==> src/rtl/mem_arb_pkg.sv <==
// Shared types and constants for the instruction/data memory port arbiter.
package mem_arb_pkg;

    typedef enum logic [1:0] {
        IDLE  = 2'd0,
        ISSUE = 2'd1,
        WAIT  = 2'd2,
        RESP  = 2'd3
    } state_e;

    typedef enum logic {
        OWN_I = 1'b0,
        OWN_D = 1'b1
    } owner_e;

    localparam logic [2:0] FUNCT3_WORD = 3'b010;

endpackage

==> src/rtl/mem_arb_pick.sv <==
// Grant selection: data side wins unless fetch has been starved for STARVE_MAX grants.
module mem_arb_pick #(
    parameter int SCW        = 3,
    parameter int STARVE_MAX = 4
) (
    input  logic           can_grant,
    input  logic           i_req,
    input  logic           d_req,
    input  logic [SCW-1:0] starve_cnt,
    output logic           gnt_i,
    output logic           gnt_d
);

    logic force_i;

    always_comb begin
        force_i = (starve_cnt == SCW'(STARVE_MAX)) && i_req;
        gnt_d   = can_grant && d_req && !force_i;
        gnt_i   = can_grant && i_req && !gnt_d;
    end

endmodule

==> src/rtl/mem_port_arbiter.sv <==
// Single-port memory arbiter between fetch (I) and load/store (D): one transaction in
// flight, fixed memory latency, D priority with a starvation guard for I.
module mem_port_arbiter
    import mem_arb_pkg::*;
#(
    parameter int AWIDTH      = 32,
    parameter int DWIDTH      = 32,
    parameter int MEM_LATENCY = 1,
    parameter int STARVE_MAX  = 4
) (
    input  logic              clk,
    input  logic              rst,
    input  logic              flush_i,
    input  logic              i_req_i,
    input  logic [AWIDTH-1:0] i_addr_i,
    output logic              i_gnt_o,
    output logic              i_rvalid_o,
    output logic [DWIDTH-1:0] i_rdata_o,
    input  logic              d_req_i,
    input  logic              d_we_i,
    input  logic [AWIDTH-1:0] d_addr_i,
    input  logic [DWIDTH-1:0] d_wdata_i,
    input  logic [2:0]        d_funct3_i,
    output logic              d_gnt_o,
    output logic              d_done_o,
    output logic [DWIDTH-1:0] d_rdata_o,
    output logic [AWIDTH-1:0] mem_addr_o,
    output logic [DWIDTH-1:0] mem_wdata_o,
    output logic [2:0]        mem_funct3_o,
    output logic              mem_read_en_o,
    output logic              mem_write_en_o,
    input  logic [DWIDTH-1:0] mem_rdata_i,
    output state_e            dbg_state
);

    localparam int LCW = (MEM_LATENCY > 1) ? $clog2(MEM_LATENCY) : 1;
    localparam int SCW = $clog2(STARVE_MAX + 1);

    // Handshake: a requester raises req with its payload and holds both stable until it
    // sees gnt high; gnt is combinational in that same cycle and the payload is latched then.
    state_e           state_q, state_d;
    owner_e           owner_q;
    logic             we_q;
    logic [LCW-1:0]   lat_q;
    logic [SCW-1:0]   starve_q;
    logic             squash_q;
    logic             can_grant, gnt_i, gnt_d, any_gnt, resp;

    assign can_grant = !rst && (state_q == IDLE || state_q == RESP);
    assign any_gnt   = gnt_i || gnt_d;
    assign dbg_state = state_q;

    mem_arb_pick #(
        .SCW        (SCW),
        .STARVE_MAX (STARVE_MAX)
    ) u_pick (
        .can_grant  (can_grant),
        .i_req      (i_req_i),
        .d_req      (d_req_i),
        .starve_cnt (starve_q),
        .gnt_i      (gnt_i),
        .gnt_d      (gnt_d)
    );

    always_ff @(posedge clk) begin
        if (rst) state_q <= IDLE;
        else     state_q <= state_d;
    end

    always_comb begin
        state_d = state_q;
        case (state_q)
            IDLE:    if (any_gnt) state_d = ISSUE;
            ISSUE:   state_d = (MEM_LATENCY == 1) ? RESP : WAIT;
            WAIT:    if (lat_q == '0) state_d = RESP;
            RESP:    state_d = any_gnt ? ISSUE : IDLE;
            default: state_d = IDLE;
        endcase
    end

    always_ff @(posedge clk) begin
        if (rst) begin
            owner_q      <= OWN_I;
            we_q         <= 1'b0;
            lat_q        <= '0;
            starve_q     <= '0;
            squash_q     <= 1'b0;
            mem_addr_o   <= '0;
            mem_wdata_o  <= '0;
            mem_funct3_o <= '0;
        end else begin
            if (any_gnt) begin
                owner_q      <= gnt_d ? OWN_D : OWN_I;
                we_q         <= gnt_d && d_we_i;
                mem_addr_o   <= gnt_d ? d_addr_i : i_addr_i;
                mem_wdata_o  <= (gnt_d && d_we_i) ? d_wdata_i : '0;
                mem_funct3_o <= gnt_d ? d_funct3_i : FUNCT3_WORD;
            end
            if (state_q == ISSUE)     lat_q <= LCW'(MEM_LATENCY - 2);
            else if (state_q == WAIT) lat_q <= lat_q - LCW'(1);
            if (gnt_i)
                starve_q <= '0;
            else if (gnt_d && i_req_i && starve_q != SCW'(STARVE_MAX))
                starve_q <= starve_q + SCW'(1);
            // A new grant starts a fresh squash decision; otherwise the flag only
            // accumulates while an I transaction is in flight and drops after RESP.
            if (any_gnt)
                squash_q <= gnt_i && flush_i;
            else if (state_q == RESP)
                squash_q <= 1'b0;
            else if (state_q != IDLE && owner_q == OWN_I && flush_i)
                squash_q <= 1'b1;
        end
    end

    always_comb begin
        resp           = !rst && (state_q == RESP);
        i_gnt_o        = gnt_i;
        d_gnt_o        = gnt_d;
        mem_read_en_o  = !rst && (state_q == ISSUE) && !we_q;
        mem_write_en_o = !rst && (state_q == ISSUE) && we_q;
        i_rvalid_o     = resp && (owner_q == OWN_I) && !squash_q && !flush_i;
        i_rdata_o      = i_rvalid_o ? mem_rdata_i : '0;
        d_done_o       = resp && (owner_q == OWN_D);
        d_rdata_o      = (d_done_o && !we_q) ? mem_rdata_i : '0;
    end

endmodule

==> config.mk <==
export PLATFORM = sky130hd
export DESIGN_NAME = mem_port_arbiter
export DESIGN_NICKNAME = d
export VERILOG_FILES = /design/src/rtl/mem_arb_pkg.sv /design/src/rtl/mem_arb_pick.sv /design/src/rtl/mem_port_arbiter.sv
export SDC_FILE = /design/constraint.sdc
export NUM_CORES = 1
export LEC_CHECK = 0
export CAP_MARGIN = 20
export CORE_AREA = 2 2 108 110
export DETAILED_ROUTE_END_ITERATION = 6
export DIE_AREA = 0 0 110 112
export PLACE_DENSITY_LB_ADDON = 0.15
export SYNTH_ARGS = -nofsm -noshare
export SYNTH_HDL_FRONTEND = slang
export SYNTH_SLANG_ARGS = --single-unit
==> constraint.sdc <==
create_clock -name clk -period 3.2 [get_ports clk]
set_input_delay 0.48 -clock clk [delete_from_list [all_inputs] [get_ports clk]]
set_output_delay 0.48 -clock clk [all_outputs]
set_load 0.02 [all_outputs]
==> results by group <==
Setup path
  – WP data required: 2720 ps
  – Worst reg2reg path depth: 8
  – Worst r2r src: dbg_state[1]
  – Startpoint Class: flop
  – Worst path arrival time: 2390 ps
  – Worst setup EP type: primary output
  – Worst Path Max Fanout: 32
  – Worst Path Class, Setup: flop to primary output
  – Reg2reg end: mem_addr_o[0]
  – R2R setup slack: 860 ps

Floorplanning
  – # rows: 39
  – Die H: 112 um
  – Initial core utilization: 33.85%
  – Core Region: 0.01117 sq mm
  – Top-level port count: 276
  – Die span in x: 110 um
  – Die area: 0.01232 sq mm

STA
  – Slew Limit Fails: 0
  – Tcrit/Tclk final: 89.65%
  – Hold Slack: 477.8 ps
  – Clock Skews: 10.10 ps
  – Minimum clock period: 2869 ps
  – RSZ-0062 raised after global routing: false
  – F_max: 348.6 MHz
  – Final setup vio count: 0
  – Fin. Hold Viols: 0
  – Worst-margin pin slew: 577.4 ps
  – Final worst slack: 331.1 ps
  – Setup TNS: 0 ps
  – Slew headroom: 61.50%

Logic synthesis
  – Synth Area in Adders: 1.985%
  – Post-synthesis mux area share: 0%
  – Yosys cell types: 37
  – Compound-Gate Fraction of Synth Area: 28.25%
  – Synth top area cells: dfxtp_1 (40%), and2_1 (11%), a211oi_2 (8.6%)
  – Synth Area in Simple Gates: 22.46%
  – Top FF cell, synth: dfxtp_1
  – Yosys top cell area share: 40.22%
  – Synthesized area: 0.003782 sq mm
  – Async SR Flop Fraction: 0%
  – Syn nets: 545
  – Cell count after synthesis: 402
  – EDFF count, synth: 0
  – Post-synthesis xor/xnor area fraction: 0%
  – Largest family of logic cells by synthesized area: compound AO/OA/AOI/OAI gates
  – Yosys Warn Count: 0
  – Register area share after synthesis: 40.22%
  – #FFs+latches synth: 76
  – Synth cell count leaders: dfxtp_1 (76), and2_1 (64), nor2_1 (39)
  – Most numerous cell in the Yosys netlist: dfxtp_1
  – Synth area leader: dfxtp_1
  – Mean Syn Cell Area: 9.409 sq um

Place
  – Port Buf Inserts: 275
  – Number of placed instances, taps included: 793
  – Post-Place Setup Slack: 464.1 ps
  – DPL Wire Length: 10150 um
  – Placer Congestion: 0.8158

Cells and area
  – Core Util, Final: 61.47%
  – # diodes: 0
  – Share of layout cells above drive strength 1: 12.89%
  – Final #Nets: 805
  – Area growth, synth to finish: 81.61%
  – Fillers: 995
  – Post-route insts no fill: 810

Worst hold path
  – Worst Hold Class: flop to flop
  – Hold Crit Endpoint: starve_q[1]
  – Worst Hold Depth: 2
  – Hold_sp: starve_q[1]

Power and ir drop
  – Maximum VDD drop: 0.0003341 V
  – Static Leak: 2.551 nW
  – Pwr per Cell Area: 552.7 mW/mm^2

Job
  – Max-Cap Viols: 0

Drt
  – Antenna Nets Post-Route: 0
  – Vias/cell: 4.952
  – DRT iter0 DRCs: 226
  – First drt pass iteration count: 4
  – Routed WL: 13430 um
  – Routed vias: 4011
  – DRC: 0
  – DR WL/cell: 16.58 um

Global route
  – First-pass GRT wire length: 20320 um
  – Vias in the first global route: 4027
  – Largest net degree at the start of global routing: 47
  – GRT overflow: 0
  – Antenna violations before repair: 0
  – Tot GR Track Use: 21.03%

Clock network
  – TritonCTS clock tree: yes
  – Root buffer cell: clkbuf_16
  – CTS Sinks: 76
  – Clock latency on the worst-skew pair: 330 ps
  – Post CTS Setup Buffer Count: 0
  – Gates resized, CTS repair: 0
  – H-tree lvl count: 3
  – Reg clk slew, reported paths: 70 ps
  – Num CTS Buffers: 9
  – CTS hold repair buffers: 0
  – Worst-case clock buffer depth: 2

Outcome
  – Status: finished, final reports clean
-- cell usage in the layout, fill, tap and decap left out, drive strengths merged, types with 4 or more instances in the layout --
master,Yosys,routed
clkdlybuf4s50,0,274
dfxtp,76,76
and2,64,64
nor2,40,40
a21oi,40,40
nand2,38,38
a32o,32,32
a211oi,32,32
buf,20,12
inv,6,11
clkbuf,17,9
ha,6,6
and3,4,4
-- worst max-delay path, cell delays in order, from the launching register on --
cell	delay, ps
dfxtp_1	420
ha_1	240
and3_1	200
and2b_1	130
buf_4	250
and2_1	180
clkdlybuf4s50_1	640
-- area by class of cell --
cell class                      count  area [sq um]  area share (%)
Multi-Input combinational cell    283          2001           29.13
Clock inverter                      7         65.06          0.9472
Inverter                            6         27.53          0.4007
Timing Repair Buffer              286          2850           41.49
Clock buffer                        9         225.2           3.279
Sequential cell                    76          1521           22.15
Tap cell                          143         178.9           2.605
-- metal layers --
layer	share of wire, %	vias up	track usage (%)
met5	0	-	0
li1	-	1951	-
met4	1.5	0	6.582
met3	9.7	16	8.080
met2	50	174	37.38
met1	39	1870	22.57
-- logic make-up after synthesis --
group,Yosys count
adders and majority gates,6
AOI/OAI and AO/OA,114
DFF,76
buffers and inverters,43
and+or+nand+nor,163
-- stage by stage --
step / total power, W / instance area (sq um)
6_report: 0.003797 / 6869
5_1_grt: 0.004010 / 6869
4_1_cts: 0.003842 / 6842
3_5_place_dp: 0.002830 / 6551
3_3_place_gp: 0.002792 / 6551
2_1_floorplan: 0.002186 / 3782
-- how the worst max path moves through the flow --
stage | to | slack, ps | from
2_1_floorplan | d_rdata_o[0] | 1060 | dbg_state[1]
3_3_place_gp | i_rdata_o[9] | 520 | flush_i
3_5_place_dp | i_rdata_o[30] | 460 | flush_i
4_1_cts | d_rdata_o[14] | 320 | dbg_state[1]
5_1_grt | d_rdata_o[30] | 180 | dbg_state[1]
6_report | d_rdata_o[14] | 330 | dbg_state[1]
-- power breakdown --
part	internal, W	switching, W
registers	0.00113	0.000104
clock network	0.000546	0.000449
logic	0.000731	0.000837
total	0.00241	0.00139
-- sequential cells by signal (all words and copies together) (netlist names) --
register and cells:
dbg_state 2, lat_q 1, mem_addr_o 32, mem_funct3_o 3, mem_wdata_o 32, owner_q 1
squash_q 1, starve_q 3, we_q 1
Power figures use the tool's default switching activity.
